**src/rtl/i2c_pkg.sv**
```systemverilog
// Shared types for the codec I2C init sequencer: operation codes and FSM states.
package i2c_pkg;

  typedef enum logic [2:0] {
    OP_RESET = 3'd0,
    OP_AAPC  = 3'd1,
    OP_DAPC  = 3'd2,
    OP_PDC   = 3'd3,
    OP_DAIF  = 3'd4,
    OP_SC    = 3'd5,
    OP_AC    = 3'd6
  } op_e;

  localparam int NUM_OPS = 7;

  typedef enum logic [1:0] {
    ST_IDLE  = 2'd0,
    ST_ISSUE = 2'd1,
    ST_GAP   = 2'd2
  } state_e;

endpackage

```
**src/rtl/cycle_timer.sv**
```systemverilog
// Loadable down-counter; done is high while the count sits at zero.
module cycle_timer #(
  parameter int W = 8
) (
  input  logic         clk,
  input  logic         rst_n,
  input  logic         load,
  input  logic [W-1:0] load_val,
  output logic         done
);

  logic [W-1:0] count;

  // Reload on request, otherwise count down and hold at zero
  always_ff @(posedge clk or negedge rst_n) begin
    if (!rst_n) begin
      count <= '0;
    end else if (load) begin
      count <= load_val;
    end else if (count != '0) begin
      count <= count - W'(1);
    end
  end

  assign done = (count == '0);

endmodule

```
**src/rtl/i2c_init_sequencer.sv**
```systemverilog
// Sequences the codec I2C initializer: seven-op boot with watchdog and retry,
// then single runtime operations arbitrated onto the same initializer.
module i2c_init_sequencer #(
  parameter int TIMEOUT_CYC = 100000,
  parameter int MAX_RETRY   = 2,
  parameter int GAP_CYC     = 16
) (
  input  logic       i_clk,
  input  logic       i_rst_n,
  input  logic       i_boot,
  input  logic       i_req,
  input  logic [2:0] i_req_op,
  output logic       o_req_ack,
  output logic       o_i2c_start,
  output logic [2:0] o_i2c_op,
  input  logic       i_i2c_finished,
  output logic       o_init_done,
  output logic       o_busy,
  output logic       o_error,
  output logic [2:0] o_fail_op
);
  import i2c_pkg::*;

  localparam int WD_W  = $clog2(TIMEOUT_CYC + 1);
  localparam int GAP_W = $clog2(GAP_CYC + 1);
  localparam int RT_W  = (MAX_RETRY > 0) ? $clog2(MAX_RETRY + 1) : 1;

  // Timers are loaded with N-1 so that done is sampled on the Nth edge after entry
  localparam logic [WD_W-1:0]  WD_LOAD  = WD_W'(TIMEOUT_CYC - 1);
  localparam logic [GAP_W-1:0] GAP_LOAD = GAP_W'(GAP_CYC - 1);
  localparam logic [2:0]       LAST_OP  = 3'(NUM_OPS - 1);

  state_e            state_q, state_d;
  logic [2:0]        op_d;
  logic [RT_W-1:0]   retry_q, retry_d;
  logic              boot_mode_q, boot_mode_d;
  logic              gap_to_idle_q, gap_to_idle_d;
  logic              ack_d, start_d, busy_d, done_d, err_d;
  logic [2:0]        fail_d;
  logic              wd_load, gap_load, wd_done, gap_done;

  cycle_timer #(.W(WD_W)) u_watchdog (
    .clk      (i_clk),
    .rst_n    (i_rst_n),
    .load     (wd_load),
    .load_val (WD_LOAD),
    .done     (wd_done)
  );

  cycle_timer #(.W(GAP_W)) u_gap (
    .clk      (i_clk),
    .rst_n    (i_rst_n),
    .load     (gap_load),
    .load_val (GAP_LOAD),
    .done     (gap_done)
  );

  // State, sequencing context and all outputs are registered here
  always_ff @(posedge i_clk or negedge i_rst_n) begin
    if (!i_rst_n) begin
      state_q       <= ST_IDLE;
      retry_q       <= '0;
      boot_mode_q   <= 1'b0;
      gap_to_idle_q <= 1'b0;
      o_req_ack     <= 1'b0;
      o_i2c_start   <= 1'b0;
      o_i2c_op      <= '0;
      o_init_done   <= 1'b0;
      o_busy        <= 1'b0;
      o_error       <= 1'b0;
      o_fail_op     <= '0;
    end else begin
      state_q       <= state_d;
      retry_q       <= retry_d;
      boot_mode_q   <= boot_mode_d;
      gap_to_idle_q <= gap_to_idle_d;
      o_req_ack     <= ack_d;
      o_i2c_start   <= start_d;
      o_i2c_op      <= op_d;
      o_init_done   <= done_d;
      o_busy        <= busy_d;
      o_error       <= err_d;
      o_fail_op     <= fail_d;
    end
  end

  // Next-state and next-output decode
  always_comb begin
    state_d       = state_q;
    op_d          = o_i2c_op;
    retry_d       = retry_q;
    boot_mode_d   = boot_mode_q;
    gap_to_idle_d = gap_to_idle_q;
    ack_d         = 1'b0;
    done_d        = o_init_done;
    err_d         = o_error;
    fail_d        = o_fail_op;
    wd_load       = 1'b0;
    gap_load      = 1'b0;

    case (state_q)
      ST_IDLE: begin
        if (i_boot) begin
          err_d       = 1'b0;
          done_d      = 1'b0;
          op_d        = OP_RESET;
          retry_d     = '0;
          boot_mode_d = 1'b1;
          wd_load     = 1'b1;
          state_d     = ST_ISSUE;
        // The ack-cycle guard stops a still-held request from being taken twice
        end else if (i_req && o_init_done && !o_req_ack) begin
          ack_d = 1'b1;
          if (i_req_op < 3'(NUM_OPS)) begin
            op_d        = i_req_op;
            retry_d     = '0;
            boot_mode_d = 1'b0;
            wd_load     = 1'b1;
            state_d     = ST_ISSUE;
          end
        end
      end
      ST_ISSUE: begin
        // Finished wins over a coincident watchdog expiry
        if (i_i2c_finished) begin
          gap_load = 1'b1;
          state_d  = ST_GAP;
          if (boot_mode_q && (o_i2c_op != LAST_OP)) begin
            op_d          = o_i2c_op + 3'd1;
            retry_d       = '0;
            gap_to_idle_d = 1'b0;
          end else begin
            if (boot_mode_q) begin
              done_d = 1'b1;
            end
            gap_to_idle_d = 1'b1;
          end
        end else if (wd_done) begin
          gap_load = 1'b1;
          state_d  = ST_GAP;
          if (retry_q < RT_W'(MAX_RETRY)) begin
            retry_d       = retry_q + RT_W'(1);
            gap_to_idle_d = 1'b0;
          end else begin
            err_d         = 1'b1;
            fail_d        = o_i2c_op;
            gap_to_idle_d = 1'b1;
          end
        end
      end
      ST_GAP: begin
        if (gap_done) begin
          if (gap_to_idle_q) begin
            state_d = ST_IDLE;
          end else begin
            wd_load = 1'b1;
            state_d = ST_ISSUE;
          end
        end
      end
      default: state_d = ST_IDLE;
    endcase

    start_d = (state_d == ST_ISSUE);
    busy_d  = (state_d != ST_IDLE);
  end

endmodule

```
**config.mk**
```make
export PLATFORM = sky130hd
export DESIGN_NAME = i2c_init_sequencer
export DESIGN_NICKNAME = d
export VERILOG_FILES = /design/src/rtl/i2c_pkg.sv /design/src/rtl/cycle_timer.sv /design/src/rtl/i2c_init_sequencer.sv
export SDC_FILE = /design/constraint.sdc
export NUM_CORES = 1
export LEC_CHECK = 0
export BUFFER_PORTS_ARGS = -buffer_cell sky130_fd_sc_hd__buf_2
export CELL_PAD_IN_SITES_DETAIL_PLACEMENT = 1
export CELL_PAD_IN_SITES_GLOBAL_PLACEMENT = 2
export CORE_UTILIZATION = 37
export DETAILED_ROUTE_END_ITERATION = 10
export PLACE_DENSITY = 0.89
export SLEW_MARGIN = 15
export SYNTH_ARGS = -nofsm -noshare
export SYNTH_HDL_FRONTEND = slang
export SYNTH_SLANG_ARGS = --single-unit
export TNS_END_PERCENT = 30
```
**constraint.sdc**
```tcl
create_clock -name i_clk -period 2.6 [get_ports i_clk]
set_input_delay 0.26 -clock i_clk [delete_from_list [all_inputs] [get_ports i_clk]]
set_output_delay 0.26 -clock i_clk [all_outputs]
set_load 0.005 [all_outputs]
```
; ---- Word-level counts from Yosys, hierarchy flattened
; Cells that the tools add are included.
[word_totals]
register_bits = 39
inputBits = 8
out_inout_bits = 11
wordCells = 115
[op_classes]
add_sub_neg = 4
magnitude_cmp = 2
n_eq_ne = 17
mux = 54
bitwise = 2
n_reduce_logical = 23
[ops]
columns = cell, count
row1 = two-way mux 17 bit, 2
row2 = two-way mux 1 bit, 26
row3 = two-way mux 2 bit, 13
row4 = logical NOT 17 bit, 1
row5 = nonzero test 17 bit, 1
row6 = "subtractor 17 x 1 -> 17 bit, second input constant", 1
row7 = two-way mux 3 bit, 5
row8 = "!= test 3 bit, second input constant", 5
row9 = AND reduction 5 bit, 3
row10 = "!= test 2 bit, second input constant", 7
row11 = nonzero test 2 bit, 7
row12 = two-way mux 5 bit, 2
row13 = case mux 1 bit (2 select lines), 3
row14 = case mux 2 bit (3 select lines), 1
row15 = case mux 3 bit (2 select lines), 1
row16 = AND reduction 6 bit, 1
row17 = logical NOT 5 bit, 1
row18 = nonzero test 5 bit, 1
row19 = "subtractor 5 x 1 -> 5 bit, second input constant", 1
row20 = "== test 2 x 1 -> 1 bit, second input constant", 2
row21 = case mux 2 bit (2 select lines), 1
row22 = AND reduction 4 bit, 1
row23 = "adder 3 x 1 -> 3 bit, second input constant", 1
row24 = logical AND 1 bit, 3
row25 = 11 further kinds, 12

; ---- Longest topological paths before layout
[logic_depth]
word_depth = 6
depth_mapped = 8
depth_no_buf = 7

; ---- Hierarchy
; From an unflattened synthesis, not the netlist that was laid out.
[hier_totals]
cells_unflattened = 227
hier_area_um2 = 2237.1
[modules_own_cells]
columns = mod, instances, cells_each, area_each_um2
row1 = cycle_timer at u_watchdog, 1, 109, 1033.5
row2 = i2c_init_sequencer, 1, 91, 924.6
row3 = cycle_timer at u_gap, 1, 27, 279.0

; ---- Worst setup path after synthesis
; OpenSTA, ideal clock, no wires.
[synth_path]
path_kind = register to register
from = reg u_watchdog.count[0]
to = reg retry_q[0]
arrival_time_ps = 1931
t_required_ps = 2521
slack_ps = 590
path_stages_with_launch = 9
cell_sequence = dfrtp_1 -> inv_1 -> ha_1 -> nor4b_2 -> nand2_1 -> or2_1 -> buf_2 -> or4_1 -> mux2i_1
[synth_between]
elab_chain_cells = 3
[synth_lines]
columns = element, line
row1 = "start, declared", cycle_timer.sv:12  ; logic [W-1:0] count;
row2 = "start signal, assigned", cycle_timer.sv:19  ; count <= load_val;
row3 = "start signal, assigned", cycle_timer.sv:21  ; count <= count - W'(1);
row4 = logical NOT 17 bit, cycle_timer.sv:25  ; assign done = (count == '0);
row5 = != test 3 x 2 -> 1 bit (no source line), --
row6 = AND reduction 6 bit (no source line), --
row7 = "end signal, assigned", i2c_init_sequencer.sv:74  ; retry_q <= retry_d;
row8 = "end, declared", i2c_init_sequencer.sv:35  ; logic [RT_W-1:0] retry_q, retry_d;
; Every way passes these cells.
; A chain may end at the register's enable or synchronous reset.

; ---- Worst setup path in the final report
; Ends and elaborated chain as after synthesis.

==> flow_summary.ini <==
[logic_synthesis]
synth_flop_cell = dfrtp_1
ys_types = 46
ys_ff_latch = 39
synth_fp_nets = 221
yosysMostFrequentCell = dfrtp_1
ys_top_cells_by_area = dfrtp_1, nand2_1, nor2_1
synth_area_leader_cell = dfrtp_1
synth_commonest_cells = dfrtp_1, nand2_1, nor2_1
syn_area_um2 = 2000
synth_async_sr_flop_share = 1.00
ys_seq_area_frac = 0.488
postSynthAreaPerCell_um2 = 9.66
synth-edff-count = 0
netlist.area_leader.share = 0.488
ys_warn_count = 0
syn_inst = 207

[finish]
antenna_cells = 0
final_layout_size_suffix_gt1_frac = 0.168
multiInputGateArea_um2 = 973
num-nets-final = 245
area.sequential_um2 = 976
syn_to_final_growth_pct = 15.3
layout.cells.non_filler = 302
fillers = 634

[pwr]
p_total_mw = 2.14
p_per_area_nw_per_um2 = 927
max-vdd-ir-drop_uv = 271
power.leakage_nw = 1.01

[detailed_routing]
wl_um = 4410
viasPerCell = 5.25
drt-met1-wl_um = 2130
avgRoutedWirePerCell_um = 14.6
route.top_layer_used = met4
wl_met2_um = 2090
ant_nets = 0
drt_iter0_drc = 56
vias = 1585
route.met3.wl_um = 126
drt-pass1-iter-count = 4
drcViolationCount = 0

[setup_path]
r2r_start = u_watchdog.count[0]$_DFFE_PN0P_
r2r_end = retry_q[0]$_DFFE_PN0P_
required_ns = 2.82
reg2reg_depth = 7
cpPeakStageDelay_ns = 0.52
crit_slowest_cell = or4_1
critical_path.top_delay_family = simple AND/OR/NAND/NOR gates
path_buf_inv = 1
critPathMaxFanout = 7
reg2reg_slack_ns = 0.32
crit_arrival_ns = 2.50
path_cells = inv_1, ha_1, nor4b_2, nand2_1, or2_1, or4_1, mux2i_1
start_kind = flip-flop
path_class = flip-flop to flip-flop
cp-end-kind = flip-flop

[clocking]
cts_setup_buffers = 0
hold_buffers = 0
cts_buffer_depth = 2
cts_tree = done
insertion_delay_ns = 0.30
numCtsBuffers = 5
post_cts_resized = 0
h-tree-depth = 2
cts.sinks = 39
cts_root_buf = clkbuf_8
clkSlewWorstSetupHoldPaths_ns = 0.08

[grt]
grt_pass1_vias = 1568
antenna_found_initial = 0
grt_pass1_wl_um = 7290
grt-ovfl-total = 0
grt_max_degree = 40
grt_usage = 0.175

[floorplan]
start_util = 0.389
die_w_um = 75.5
core_um2 = 5140
die_area_um2 = 5700
rows = 26
io_pins = 19
dieHeight_um = 75.5

[placed_design]
port_buffers = 18
place_congestion = 0.778
dp.cells = 294
dp_slack_ns = 0.287
hpwl_um = 3220

[sta]
rsz0062_at_grt = no
final_max_slew_viol_count = 0
hold_violations = 0
fin_tns_setup_ns = 0
fin_crit_sh = 0.876
min_period_ns = 2.28
setup_slack_ns = 0.321
worst_pin_slew_ns = 0.897
fmax_mhz = 439
clock_skew_ns = 0.0105
slew_headroom = 0.402
setup_viol = 0

[worst_hold_path]
hold_path_class = input pin to asynchronous set/reset pin

[run_status]
outcome = completed

[run]
drv_cap = 0
[cell usage in the layout, fill, tap and decap left out, drive strengths merged, types with 3 or more instances in the layout]
cell type | netlist | routed
nand3b | 3 | 3
a31oi | 3 | 3
mux2 | 3 | 3
and3 | 3 | 3
ha | 6 | 6
clkbuf | 3 | 6
a21oi | 8 | 8
nor4b | 3 | 3
nor4 | 5 | 5
o211ai | 7 | 7
dfrtp | 39 | 39
xnor2 | 4 | 4
or4 | 3 | 3
buf | 2 | 22
nand2b | 4 | 4
nand2 | 28 | 28
nor2 | 25 | 25
inv | 8 | 8
nor3 | 7 | 7
nand3 | 6 | 6
o21ai | 9 | 9
xor2 | 6 | 6
[how the worst max path moves through the flow]
stage | start | to | slack [ns] | depth (start not counted)
after CTS | u_watchdog.count[0]$_DFFE_PN0P_ | retry_q[0]$_DFFE_PN0P_ | 0.29 | 7
after floorplan | u_watchdog.count[0]$_DFFE_PN0P_ | retry_q[0]$_DFFE_PN0P_ | 0.59 | 8
final | u_watchdog.count[0]$_DFFE_PN0P_ | retry_q[0]$_DFFE_PN0P_ | 0.32 | 7
after global routing | u_watchdog.count[0]$_DFFE_PN0P_ | retry_q[0]$_DFFE_PN0P_ | 0.14 | 7
after global placement | u_watchdog.count[0]$_DFFE_PN0P_ | retry_q[0]$_DFFE_PN0P_ | 0.40 | 7
after detailed placement | u_watchdog.count[0]$_DFFE_PN0P_ | retry_q[0]$_DFFE_PN0P_ | 0.29 | 7
[layout make-up]
cell class,instances,share of cell area
clock buffer,6,0.0358
inverter,8,0.0130
sequential,39,0.423
multi-input combinational,155,0.422
clock inverter,2,0.0152
timing repair buffer,22,0.0521
tap,70,0.0380
[registers in the layout (all words and copies together) (netlist names), 2 cells and up]
register / flops
o_fail_op: 3
o_i2c_op: 3
retry_q: 2
state_q: 2
u_gap.count: 5
u_watchdog.count: 17
[worst register-to-register path: stages, from the launching register on]
cell	delay (ns)
dfrtp_1	0.39
inv_1	0.13
ha_1	0.18
nor4b_2	0.28
nand2_1	0.21
or2_1	0.36
or4_1	0.52
mux2i_1	0.14
[through the flow]
stage	util	hold WS [ns]	area, µm²
after floorplan	-	-0.0356	2000
after global placement	0.426	0.421	2190
after detailed placement	0.426	0.437	2190
after CTS	0.448	0.108	2300
after global routing	0.448	0.160	2300
final	0.448	0.0795	2300
[routing by layer]
layer  global-route usage  vias to the layer above
li1                     -                      786
met1                0.222                      772
met2                0.291                       22
met3               0.0437                        5
met4               0.0617                        0
met5                    0                        -
[cell families after synthesis]
kind of cell             Yosys count  synth area share
AO/OA/AOI/OAI                     40             0.134
XOR/XNOR                          10            0.0438
flip-flops                        39             0.488
adder cells (fa/ha/maj)            6            0.0375
multiplexers                       5            0.0269
AND/OR/NAND/NOR                   94             0.245
buffers and inverters             13            0.0250
[where the power goes]
part	leakage [nW]	internal, mW	switching (mW)
logic	0.482	0.295	0.397
registers	0.466	0.751	0.162
clock network	0.0612	0.311	0.219
total	1.01	1.36	0.779
(Power assumes the default switching activity.)
